--- src/rtl/monopix_data_tx.sv ---
// Chip-side readout transmitter: buffers hit words in a small FIFO, raises
// Token_Out while words are pending and shifts one word MSB-first on Data_Out
// for every rising edge of READ.
module monopix_data_tx #(
    parameter int                    WORD_WIDTH   = 26,
    parameter int                    FIFO_DEPTH   = 8,
    parameter logic [WORD_WIDTH-1:0] TEST_PATTERN = 26'h2AAAAAA
) (
    input  logic                  Clk_Out,
    input  logic                  nRST,
    input  logic                  Hit_Wr,
    input  logic [WORD_WIDTH-1:0] Hit_Data,
    input  logic                  FREEZE,
    input  logic                  READ,
    input  logic                  EN_Test_Pattern,
    output logic                  Token_Out,
    output logic                  Data_Out,
    output logic                  Busy,
    output logic [7:0]            Lost_Cnt
);

    localparam int PTR_W = $clog2(FIFO_DEPTH);
    localparam int CNT_W = PTR_W + 1;
    localparam int BIT_W = $clog2(WORD_WIDTH);

    typedef enum logic {IDLE, SHIFT} state_t;

    state_t                 state, state_next;
    logic                   read_q;
    logic                   rd_edge;
    logic [WORD_WIDTH-1:0]  mem [FIFO_DEPTH];
    logic [PTR_W-1:0]       wr_ptr, rd_ptr;
    logic [CNT_W-1:0]       count, count_next;
    logic                   fifo_full, fifo_empty;
    logic                   push, pop, load, lost_inc;
    logic [WORD_WIDTH-1:0]  load_word;
    logic [WORD_WIDTH-1:0]  shreg;
    logic [BIT_W-1:0]       bit_cnt;
    logic                   last_bit;

    assign rd_edge    = READ & ~read_q;
    assign fifo_full  = (count == CNT_W'(FIFO_DEPTH));
    assign fifo_empty = (count == '0);
    assign last_bit   = (bit_cnt == BIT_W'(WORD_WIDTH - 1));
    assign Busy       = (state == SHIFT);

    // State register.
    // NOTE: sequential state always uses non-blocking (<=) assignments so every
    // register samples the pre-edge values, independent of statement order.
    always_ff @(posedge Clk_Out or negedge nRST) begin
        if (!nRST) state <= IDLE;
        else       state <= state_next;
    end

    // Next-state logic, FIFO push/pop decisions and the word to load.
    // NOTE: every signal written here gets a default first, so no path can
    // leave one unassigned and infer a latch.
    always_comb begin
        state_next = state;
        load       = 1'b0;
        pop        = 1'b0;
        load_word  = TEST_PATTERN;
        case (state)
            IDLE: begin
                if (rd_edge) begin
                    if (EN_Test_Pattern) begin
                        load       = 1'b1;
                        state_next = SHIFT;
                    end else if (!fifo_empty) begin
                        load       = 1'b1;
                        pop        = 1'b1;
                        load_word  = mem[rd_ptr];
                        state_next = SHIFT;
                    end
                end
            end
            SHIFT: begin
                if (last_bit) state_next = IDLE;
            end
            default: state_next = IDLE;
        endcase

        push     = Hit_Wr & ~FREEZE & (~fifo_full | pop);
        lost_inc = Hit_Wr & ~FREEZE & fifo_full & ~pop;

        case ({push, pop})
            2'b10:   count_next = count + CNT_W'(1);
            2'b01:   count_next = count - CNT_W'(1);
            default: count_next = count;
        endcase
    end

    // FIFO storage.
    // NOTE: the word array carries no reset; validity is tracked by the
    // pointers and count, so clearing it would only add reset fan-out.
    always_ff @(posedge Clk_Out) begin
        if (push) mem[wr_ptr] <= Hit_Data;
    end

    // FIFO pointers, occupancy count, READ history and lost-hit counter.
    always_ff @(posedge Clk_Out or negedge nRST) begin
        if (!nRST) begin
            wr_ptr   <= '0;
            rd_ptr   <= '0;
            count    <= '0;
            read_q   <= 1'b0;
            Lost_Cnt <= '0;
        end else begin
            read_q <= READ;
            count  <= count_next;
            if (push) wr_ptr <= wr_ptr + PTR_W'(1);
            if (pop)  rd_ptr <= rd_ptr + PTR_W'(1);
            if (lost_inc && Lost_Cnt != 8'hFF) Lost_Cnt <= Lost_Cnt + 8'd1;
        end
    end

    // Serializer: the MSB goes out the cycle after the load, then one bit per
    // cycle; Data_Out returns to 0 once the last bit has been shown.
    always_ff @(posedge Clk_Out or negedge nRST) begin
        if (!nRST) begin
            shreg    <= '0;
            bit_cnt  <= '0;
            Data_Out <= 1'b0;
        end else if (load) begin
            shreg    <= load_word << 1;
            bit_cnt  <= '0;
            Data_Out <= load_word[WORD_WIDTH-1];
        end else if (state == SHIFT) begin
            if (last_bit) begin
                Data_Out <= 1'b0;
            end else begin
                Data_Out <= shreg[WORD_WIDTH-1];
                shreg    <= shreg << 1;
                bit_cnt  <= bit_cnt + BIT_W'(1);
            end
        end
    end

    // Token stays up while anything is queued or a word is (still) shifting.
    always_ff @(posedge Clk_Out or negedge nRST) begin
        if (!nRST) Token_Out <= 1'b0;
        else       Token_Out <= (count_next != '0) || (state_next == SHIFT);
    end

endmodule

--- config.mk ---
export PLATFORM = sky130hd
export DESIGN_NAME = monopix_data_tx
export DESIGN_NICKNAME = d
export VERILOG_FILES = /design/src/rtl/monopix_data_tx.sv
export SDC_FILE = /design/constraint.sdc
export NUM_CORES = 1
export LEC_CHECK = 0
export ABC_AREA = 1
export CORE_MARGIN = 2
export CORE_UTILIZATION = 43
export CTS_BUF_LIST = sky130_fd_sc_hd__clkbuf_4 sky130_fd_sc_hd__clkbuf_8
export CTS_CLUSTER_SIZE = 24
export DETAILED_ROUTE_END_ITERATION = 12
export PLACE_DENSITY = 0.66
export SYNTH_ARGS = -nofsm -noshare
export SYNTH_HDL_FRONTEND = slang
export SYNTH_SLANG_ARGS = --single-unit
--- constraint.sdc ---
create_clock -name Clk_Out -period 3.6 [get_ports Clk_Out]
set_input_delay 0.36 -clock Clk_Out [delete_from_list [all_inputs] [get_ports Clk_Out]]
set_output_delay 0.36 -clock Clk_Out [all_outputs]
set_load 0.005 [all_outputs]
==> results of run 1 <==
area by class of cell:
| class | count | share of cell area |
|---|---|---|
| multi-input combinational | 512 | 0.225 |
| clock inverter | 12 | 0.00493 |
| inverter | 63 | 0.0194 |
| clock buffer | 63 | 0.0617 |
| timing repair buffer | 64 | 0.0489 |
| sequential | 260 | 0.607 |
| tap | 324 | 0.0326 |
per-stage QoR:
step           total power [mW]  cell area (um2)
4_1_cts                    9.17            12400
2_1_floorplan              5.83            10800
6_report                   9.12            12400
3_5_place_dp               6.66            11600
5_1_grt                    9.67            12400
3_3_place_gp               6.60            11600
report_power, final:
part	internal (mW)	switching, mW
registers	3.66	0.222
logic	0.877	1.86
clock network	1.36	1.14
total	5.90	3.22
logic make-up (layout without fill, tap and decap cells):
family                     after synthesis  count (layout)  synth area share
AOI/OAI and AO/OA                      193             193             0.107
xor gates and xnor gates                12              12           0.00974
adders and majority gates                6               6           0.00695
buffers and inverters                  110             202            0.0466
DFF                                    260             260             0.699
muxes                                    2               2           0.00278
and+or+nand+nor                        299             299             0.128
cells in the final DEF (no fill, tap or decap), types with 5 or more instances in the layout:
master	instances
edfxtp_1	208
nand2_1	117
o21ai_0	98
nand3_1	75
nor2_1	70
dfrtp_1	51
inv_1	50
clkbuf_8	47
a21oi_1	46
clkdlybuf4s50_1	41
o221ai_1	21
buf_4	19
clkbuf_4	16
inv_2	11
nor2_4	10
xor2_1	8
clkinv_1	7
o211ai_2	7
ha_1	6
nand2_4	5
nor2_2	5
a31oi_1	5
o22ai_1	5
o211ai_1	5
how the worst max path moves through the flow:
stage / startpoint / endpoint / slack [ns] / cells past startpoint
detailed placement: READ / mem[1][1] / 0.69 / 8
global route: Busy / mem[1][7] / 0.93 / 8
finish: Busy / mem[1][7] / 1.12 / 8
CTS: Busy / mem[1][7] / 1.07 / 8
floorplan: Busy / mem[0][0] / 0.84 / 8
global placement: READ / mem[1][1] / 0.75 / 8
registers in the layout, summed over array words and instances (netlist names), 3 cells and up:
register  flops
mem         208
shreg        25
Lost_Cnt      8
bit_cnt       5
count         4
rd_ptr        3
wr_ptr        3
layer usage:
| metal | vias up | GRT usage | routed length [um] |
|---|---|---|---|
| met2 | 197 | 0.285 | 10900 |
| met4 | 0 | 0.0575 | 527 |
| met5 | - | 0 | 0 |
| met1 | 3386 | 0.271 | 11300 |
| li1 | 3276 | - | - |
| met3 | 45 | 0.0362 | 1390 |
timing repair:
action / CTS / global route
endpoints found under the setup margin: 0 / 0
hold buffers: 1 / 0
hold endpoints to repair: 36 / 0
==> results.yml, run 1 <==
critical_path:
  worstRegToRegCells: 8
  crit_top_cell: "nor2_4"
  crit_family: "simple AND/OR/NAND/NOR gates"
  r2r_start: "Busy"
  cpMaxStageDelayCell: "dfrtp_1"
  critPathBufInv: 2
  critPathKind: "reg2reg"
  end_kind: "flop"
  path_cells: "inv_2 > nand2_4 > nor2_8 > nor2_4 > nor2_2 > nand2_1 > nor2_4 > buf_4"
  rrSetupSlack_ns: 1.12
  max_stage_delay_ns: 0.40
  arrival_ns: 2.71
  r2r-end: "mem[1][7]"
  start_kind: "flop"
  required_ns: 3.83
  crit_fanout: 16
global_route:
  grt.total_usage: 0.186
  gr-total-overflow: 0
  antenna_found_initial: 0
  grt_first_pass_wirelength_um: 37800
  first_global_vias: 6795
  grt_max_degree: 64
clocking:
  post_cts_resized: 0
  clockBufferDepth: 3
  htreeDepth: 2
  root_buffer: "clkbuf_8"
  cts_made_buffers: 43
  cts_tree: "done"
  clkSinkCount: 260
  cts_setup_buffers: 0
  worstSkewPairLatency_ns: 0.56
  clkSlewWorstSetupHoldPaths_ns: 0.06
die:
  core_area_mm2: 0.0245
  die_height_um: 162
  die_x_um: 162
  initial_core_util: 0.441
  io_pins: 43
  row_count: 57
  die-area_mm2: 0.0264
detailed_routing:
  antenna_left: 0
  wl_per_cell_um: 18.6
  vias_per_cell: 5.32
  first_iter_violations: 552
  drc_errors: 0
  dr.pass1.iters: 5
  finalWirelength_um: 24100
  num_vias: 6904
logic_synthesis:
  synthCells: 882
  yosys_warnings: 0
  syn_area_per_cell_um2: 12.2
  ys.flop_type: "edfxtp_1"
  yosysTopAreaCellShare: 0.579
  synth_area_leaders: "edfxtp_1 (58%), dfrtp_1 (12%), o21ai_0 (4.5%)"
  syn-cell-area_mm2: 0.0108
  seq_area_frac_synth: 0.699
  syn-num-nets: 920
  synth_most_common_cell: "edfxtp_1"
  yosys.area.top_type: "edfxtp_1"
  ys_types: 43
  synth_common_cells: "edfxtp_1 (208), nand2_1 (117), o21ai_0 (98), nor2_1 (78), nand3_1 (75)"
  synth_edf_count: 208
  synth-seq-cells: 260
  ys_async_sr_fraction: 0.200
sta:
  fin_skew_ns: 0.0303
  period_needed_ns: 2.48
  hold_slack_ns: 0.298
  tightest_slew_ns: 0.848
  rsz0062_at_grt: "no"
  drv_slew: 0
  hold_violations: 0
  slew-limit-headroom: 0.434
  fmax_mhz: 404
  tns_ns: 0
  min_period_over_period: 0.688
  fin_ws_ns: 1.12
  finalSetupViolations: 0
run_status:
  status: "complete, no violations"
final_layout:
  fin_util: 0.508
  n_fill_cell: 2118
  final_cells: 1298
  seq_area_mm2: 0.00755
  multi_input_area_mm2: 0.00280
  diodes: 0
  syn_to_final_growth_pct: 15.2
  drive_above_1_share: 0.152
  layout.nets: 982
placed_design:
  place_congestion: 0.806
  dp_cells: 1222
  io_buffers: 42
  dp_hpwl_um: 15000
  preCtsSetupSlack_ns: 0.692
min_path:
  min_to: "read_q"
  holdPathStages: 1
  holdCritPathClass: "in2reg"
  hold_start: "READ"
job:
  cap_violations: 0
power_and_ir_drop:
  p_leak_nw: 4.59
  ir_drop_mv: 0.424
  power.density_mw_per_mm2: 734
Power figures use the tool's default switching activity.
==> run 2, diff against run 1 <==
--- a/config.mk
+++ b/config.mk
@@ -11,7 +11,7 @@
 export CTS_BUF_LIST = sky130_fd_sc_hd__clkbuf_4 sky130_fd_sc_hd__clkbuf_8
 export CTS_CLUSTER_SIZE = 24
 export DETAILED_ROUTE_END_ITERATION = 12
-export PLACE_DENSITY = 0.66
+export PLACE_DENSITY = 0.68
 export SYNTH_ARGS = -nofsm -noshare
 export SYNTH_HDL_FRONTEND = slang
 export SYNTH_SLANG_ARGS = --single-unit
==> constraint.sdc (replaced) <==
create_clock -name Clk_Out -period 2 [get_ports Clk_Out]
set_input_delay 0.2 -clock Clk_Out [delete_from_list [all_inputs] [get_ports Clk_Out]]
set_output_delay 0.2 -clock Clk_Out [all_outputs]
set_load 0.005 [all_outputs]
==> run 2 against run 1 <==
Against the previous run: hold slack worse by 0.14 ns; via count up 1.6%; first-iteration DRC count is 23% higher; largest power group unchanged.
==> results.yml, run 2 (same netlist as run 1, synthesis figures left out) <==
critical_path:
  worstRegToRegCells: 10
  r2r_start: "count[1]"
  startpoint: "count[1]"
  critPathKind: "reg2reg"
  crit_path_end: "mem[0][2]"
  required_ns: 2.24
  r2r-end: "mem[0][2]"
  rrSetupSlack_ns: 0.11
  start_kind: "flop"
  crit_fanout: 14
  end_kind: "flop"
  arrival_ns: 2.13
die:
  die-area_mm2: 0.0264
  io_pins: 43
  core_area_mm2: 0.0245
  initial_core_util: 0.441
  die_x_um: 162
  die_height_um: 162
  row_count: 57
detailed_routing:
  first_iter_violations: 680
  finalWirelength_um: 24000
  num_vias: 7017
  wl_per_cell_um: 18.2
  antenna_left: 0
  vias_per_cell: 5.30
  drc_errors: 0
  dr.pass1.iters: 5
run_status:
  status: "complete, no violations"
min_path:
  holdPathStages: 1
  hold_start: "READ"
  holdCritPathClass: "in2reg"
placed_design:
  dp_hpwl_um: 15400
  preCtsSetupSlack_ns: -0.175
  io_buffers: 42
  place_congestion: 0.800
  place_area_mm2: 0.0120
clocking:
  cts_made_buffers: 43
  worstSkewPairLatency_ns: 0.55
  clkSinkCount: 260
  root_buffer: "clkbuf_8"
  clockBufferDepth: 3
  cts_tree: "done"
  clkSlewWorstSetupHoldPaths_ns: 0.06
  htreeDepth: 2
sta:
  finalSetupViolations: 0
  period_needed_ns: 1.89
  tightest_slew_ns: 0.594
  slew-limit-headroom: 0.604
  hold_violations: 0
  fin_ws_ns: 0.108
  rsz0062_at_grt: "yes"
  drv_slew: 0
  fin_skew_ns: 0.0216
  min_period_over_period: 0.946
  fmax_mhz: 528
  tns_ns: 0
  hold_slack_ns: 0.154
final_layout:
  top_register: "mem"
  stdcell_area_mm2: 0.0129
  reg.largest.list: "mem (208), shreg (25), Lost_Cnt (8)"
  layout.nets: 1009
  final_cell_mix: "edfxtp_1 (208), nand2_1 (117), o21ai_0 (98), nand3_1 (75), nor2_1 (70)"
  drive_above_1_share: 0.177
  mostFrequentLayoutCell: "edfxtp_1"
  largest_reg_flops: 208
  syn_to_final_growth_pct: 19.1
  diodes: 0
global_route:
  grt_first_pass_wirelength_um: 38400
  antenna_found_initial: 0
  grt_max_degree: 61
  grt.total_usage: 0.189
  gr-total-overflow: 0
  first_global_vias: 7019
power_and_ir_drop:
  ir_drop_mv: 0.587
  p_leak_nw: 4.79
  power_mw: 16.8
  power.density_mw_per_mm2: 1310
job:
  cap_violations: 0
[run 2: cell types whose count changed in the layout (fill, tap and decap cells not counted)]
cell | before | now
bufinv_16 | 0 | 2
inv_8 | 1 | 0
clkinv_1 | 7 | 4
clkbuf_4 | 16 | 18
inv_6 | 0 | 2
clkinv_2 | 4 | 3
clkinvlp_4 | 1 | 0
buf_12 | 2 | 17
dfrtp_1 | 51 | 50
buf_4 | 19 | 31
dfrtp_2 | 0 | 1
clkbuf_8 | 47 | 45
[run 2: worst max-delay path, cell delays in order (launching register included)]
cell	delay, ns
dfrtp_1	0.41
inv_1	0.10
nand2_1	0.08
nor2_2	0.04
inv_2	0.08
nor2_4	0.04
nor2_4	0.13
inv_2	0.05
or2_4	0.29
nor2_4	0.19
buf_12	0.18
[run 2: where the power goes]
group | total, mW | internal [mW] | switching (mW)
Combinational | 5.18 | 1.88 | 3.31
Clock | 4.68 | 2.67 | 2.01
Sequential | 6.98 | 6.59 | 0.393
Total | 16.8 | 11.1 | 5.71
[run 2: how the worst min path moves through the flow]
stage	end	slack, ns
global placement	shreg[21]	0.24
CTS	read_q	0.13
detailed placement	shreg[21]	0.25
global route	read_q	0.15
floorplan	Busy	-0.1
finish	read_q	0.15
[run 2: through the flow]
stage / utilization / std cells
final: 0.525 / 1323
after global placement: 0.489 / 1247
after global routing: 0.525 / 1323
after detailed placement: 0.489 / 1247
after CTS: 0.525 / 1321
after floorplan: - / 882
[run 2: final cells by class]
cell class,count,area [um2]
clock buffers,63,754
inverters,63,241
multi-input cells,512,2800
repair buffers,91,998
clock inverters,10,104
flip-flops and latches,260,7550
well taps,324,405
fillers,2078,11600
[run 2: layer usage]
layer	wire (um)	global-route usage	vias up
met5	0	0	-
met4	397	0.0547	0
met3	1340	0.0374	33
met2	11400	0.305	195
met1	10900	0.262	3458
li1	-	-	3331
[run 2: timing repair]
item                       CTS  global route
hold endpoints to repair    24             0
buffers inserted             0             2
setup endpoints to repair    0            11
gates resized for setup      0             1
hold buffers                 1             0
==> run 3, diff against run 2 <==
--- a/config.mk
+++ b/config.mk
@@ -7,11 +7,11 @@
 export LEC_CHECK = 0
 export ABC_AREA = 1
 export CORE_MARGIN = 2
-export CORE_UTILIZATION = 43
-export CTS_BUF_LIST = sky130_fd_sc_hd__clkbuf_4 sky130_fd_sc_hd__clkbuf_8
+export CORE_UTILIZATION = 57
+export CTS_BUF_LIST = sky130_fd_sc_hd__clkbuf_2
 export CTS_CLUSTER_SIZE = 24
 export DETAILED_ROUTE_END_ITERATION = 12
-export PLACE_DENSITY = 0.68
+export PLACE_DENSITY = 0.84
 export SYNTH_ARGS = -nofsm -noshare
 export SYNTH_HDL_FRONTEND = slang
 export SYNTH_SLANG_ARGS = --single-unit
==> run 3 against run 2 <==
Against the previous run: non-clock buffer count up 19; largest power group unchanged; core utilization grew 15 points; global-route usage is 4.8 points higher; cell count fell by 2.6%; register-to-register slack barely moved; power down 8.8%; sequential cell count did not move; die area decreased by 24%; critical path depth decreased by 1; highest routed layer unchanged; clock skew increased by 0.054 ns.
==> results.yml, run 3 (same netlist as run 1, synthesis figures left out) <==
detailed_routing:
  first_iter_violations: 786
  vias_per_cell: 5.68
  num_vias: 7325
  drc_errors: 0
  antenna_left: 0
  finalWirelength_um: 23000
  wl_per_cell_um: 17.8
  dr.pass1.iters: 6
critical_path:
  cpMaxStageDelayCell: "dfrtp_1"
  required_ns: 2.53
  path_cells: "inv_2 > nand2_2 > nor2_8 > nor2_4 > nor2_4 > inv_2 > or2_4 > nor2_4 > buf_12"
  crit_top_cell: "nor2_4"
  crit_fanout: 14
  crit_family: "simple AND/OR/NAND/NOR gates"
  start_kind: "flop"
  arrival_ns: 2.43
  critPathKind: "reg2reg"
  max_stage_delay_ns: 0.39
  critPathBufInv: 3
  end_kind: "flop"
sta:
  fin_ws_ns: 0.0978
  fin_skew_ns: 0.0752
  slew-limit-headroom: 0.367
  min_period_over_period: 0.951
  drv_slew: 0
  fmax_mhz: 526
  tns_ns: 0
  finalSetupViolations: 0
  hold_violations: 0
  period_needed_ns: 1.90
  rsz0062_at_grt: "no"
  tightest_slew_ns: 0.946
placed_design:
  preCtsSetupSlack_ns: -0.218
  io_buffers: 42
  dp_cells: 1165
  dp_hpwl_um: 14400
  place_congestion: 0.808
die:
  row_count: 50
  initial_core_util: 0.579
  die-area_mm2: 0.0201
  die_height_um: 142
  io_pins: 43
  core_area_mm2: 0.0186
  die_x_um: 142
power_and_ir_drop:
  power.density_mw_per_mm2: 1220
  p_leak_nw: 4.87
  ir_drop_mv: 0.633
global_route:
  gr-total-overflow: 0
  first_global_vias: 7148
  grt_first_pass_wirelength_um: 36500
  grt.total_usage: 0.237
  antenna_found_initial: 1
  grt_max_degree: 66
clocking:
  htreeDepth: 2
  clockBufferDepth: 3
  clkSlewWorstSetupHoldPaths_ns: 0.10
  cts_tree: "done"
  worstSkewPairLatency_ns: 0.87
  root_buffer: "clkbuf_2"
  clkSinkCount: 260
  cts_made_buffers: 61
job:
  cap_violations: 0
final_layout:
  drive_above_1_share: 0.203
  reg.largest.list: "mem (208), shreg (25), Lost_Cnt (8)"
  top_register: "mem"
  layout.nets: 1046
  n_fill_cell: 1306
  final_cells: 1289
  largest_reg_flops: 208
  mostFrequentLayoutCell: "edfxtp_1"
  syn_to_final_growth_pct: 16.3
  final_cell_mix: "edfxtp_1 (208), nand2_1 (116), o21ai_0 (98), clkbuf_2 (83), nand3_1 (75)"
run_status:
  status: "complete, no violations"
min_path:
  holdCritPathClass: "in2reg"
-- run 3: worst reg2reg max path: cells and delay by family (launching register included) --
family	cells	cell delay, ns
buf+inv	3	0.28
flops	1	0.39
simple gates	6	0.89
-- run 3: what timing repair did --
| item | 4_1_cts | 5_1_grt |
|---|---|---|
| resized for setup | 14 | 3 |
| setup buffers | 8 | 1 |
| pin swaps | 0 | 1 |
| endpoints found under the setup margin | 56 | 109 |
| endpoints found under the hold margin | 54 | 0 |
| hold buffers | 5 | 0 |
-- run 3: routing by layer --
layer,vias to the layer above,global-route usage,wire length (um)
met2,365,0.377,11000
met1,3469,0.321,9020
met4,0,0.0937,650
li1,3430,-,-
met5,-,0,0
met3,61,0.0550,2340
-- run 3: power breakdown --
part	internal (mW)	switching, mW
logic	1.83	3.26
registers	6.57	0.438
clock network	1.26	2.00
-- run 3: area by class of cell --
cell class / count / area, um2 / area share
Inverter: 63 / 241 / 0.0192
Clock buffer: 83 / 415 / 0.0331
Timing Repair Buffer: 110 / 1120 / 0.0893
Antenna cell: 1 / 2.50 / 0.000199
Sequential cell: 260 / 7550 / 0.602
Clock inverter: 26 / 130 / 0.0104
Tap cell: 234 / 293 / 0.0233
Multi-Input combinational cell: 512 / 2800 / 0.223
-- run 3: metrics by stage --
step | area [um2] | power (mW) | utilization | hold slack (ns)
6_report | 12600 | 15.4 | 0.673 | 0.0898
5_1_grt | 12600 | 16.3 | 0.673 | 0.0333
4_1_cts | 12500 | 15.4 | 0.673 | 0.00219
3_5_place_dp | 11900 | 12.1 | 0.637 | 0.199
3_3_place_gp | 11900 | 11.9 | 0.637 | 0.194
2_1_floorplan | 10800 | 10.5 | - | -0.0956
-- run 3: path summary, 6_finish.rpt --
| kind | from | end | slack [ns] | depth (start not counted) |
|---|---|---|---|---|
| min in group asynchronous | nRST | shreg[1] | 0.35 | 4 |
| hold / removal | Hit_Data[13] | mem[1][13] | 0.09 | 1 |
| max in group asynchronous | nRST | shreg[11] | 0.22 | 4 |
| hold reg to reg | shreg[10] | shreg[10] | 0.49 | 2 |
| setup reg to reg | read_q | mem[2][19] | 0.1 | 9 |
| setup / recovery | read_q | mem[2][19] | 0.1 | 9 |
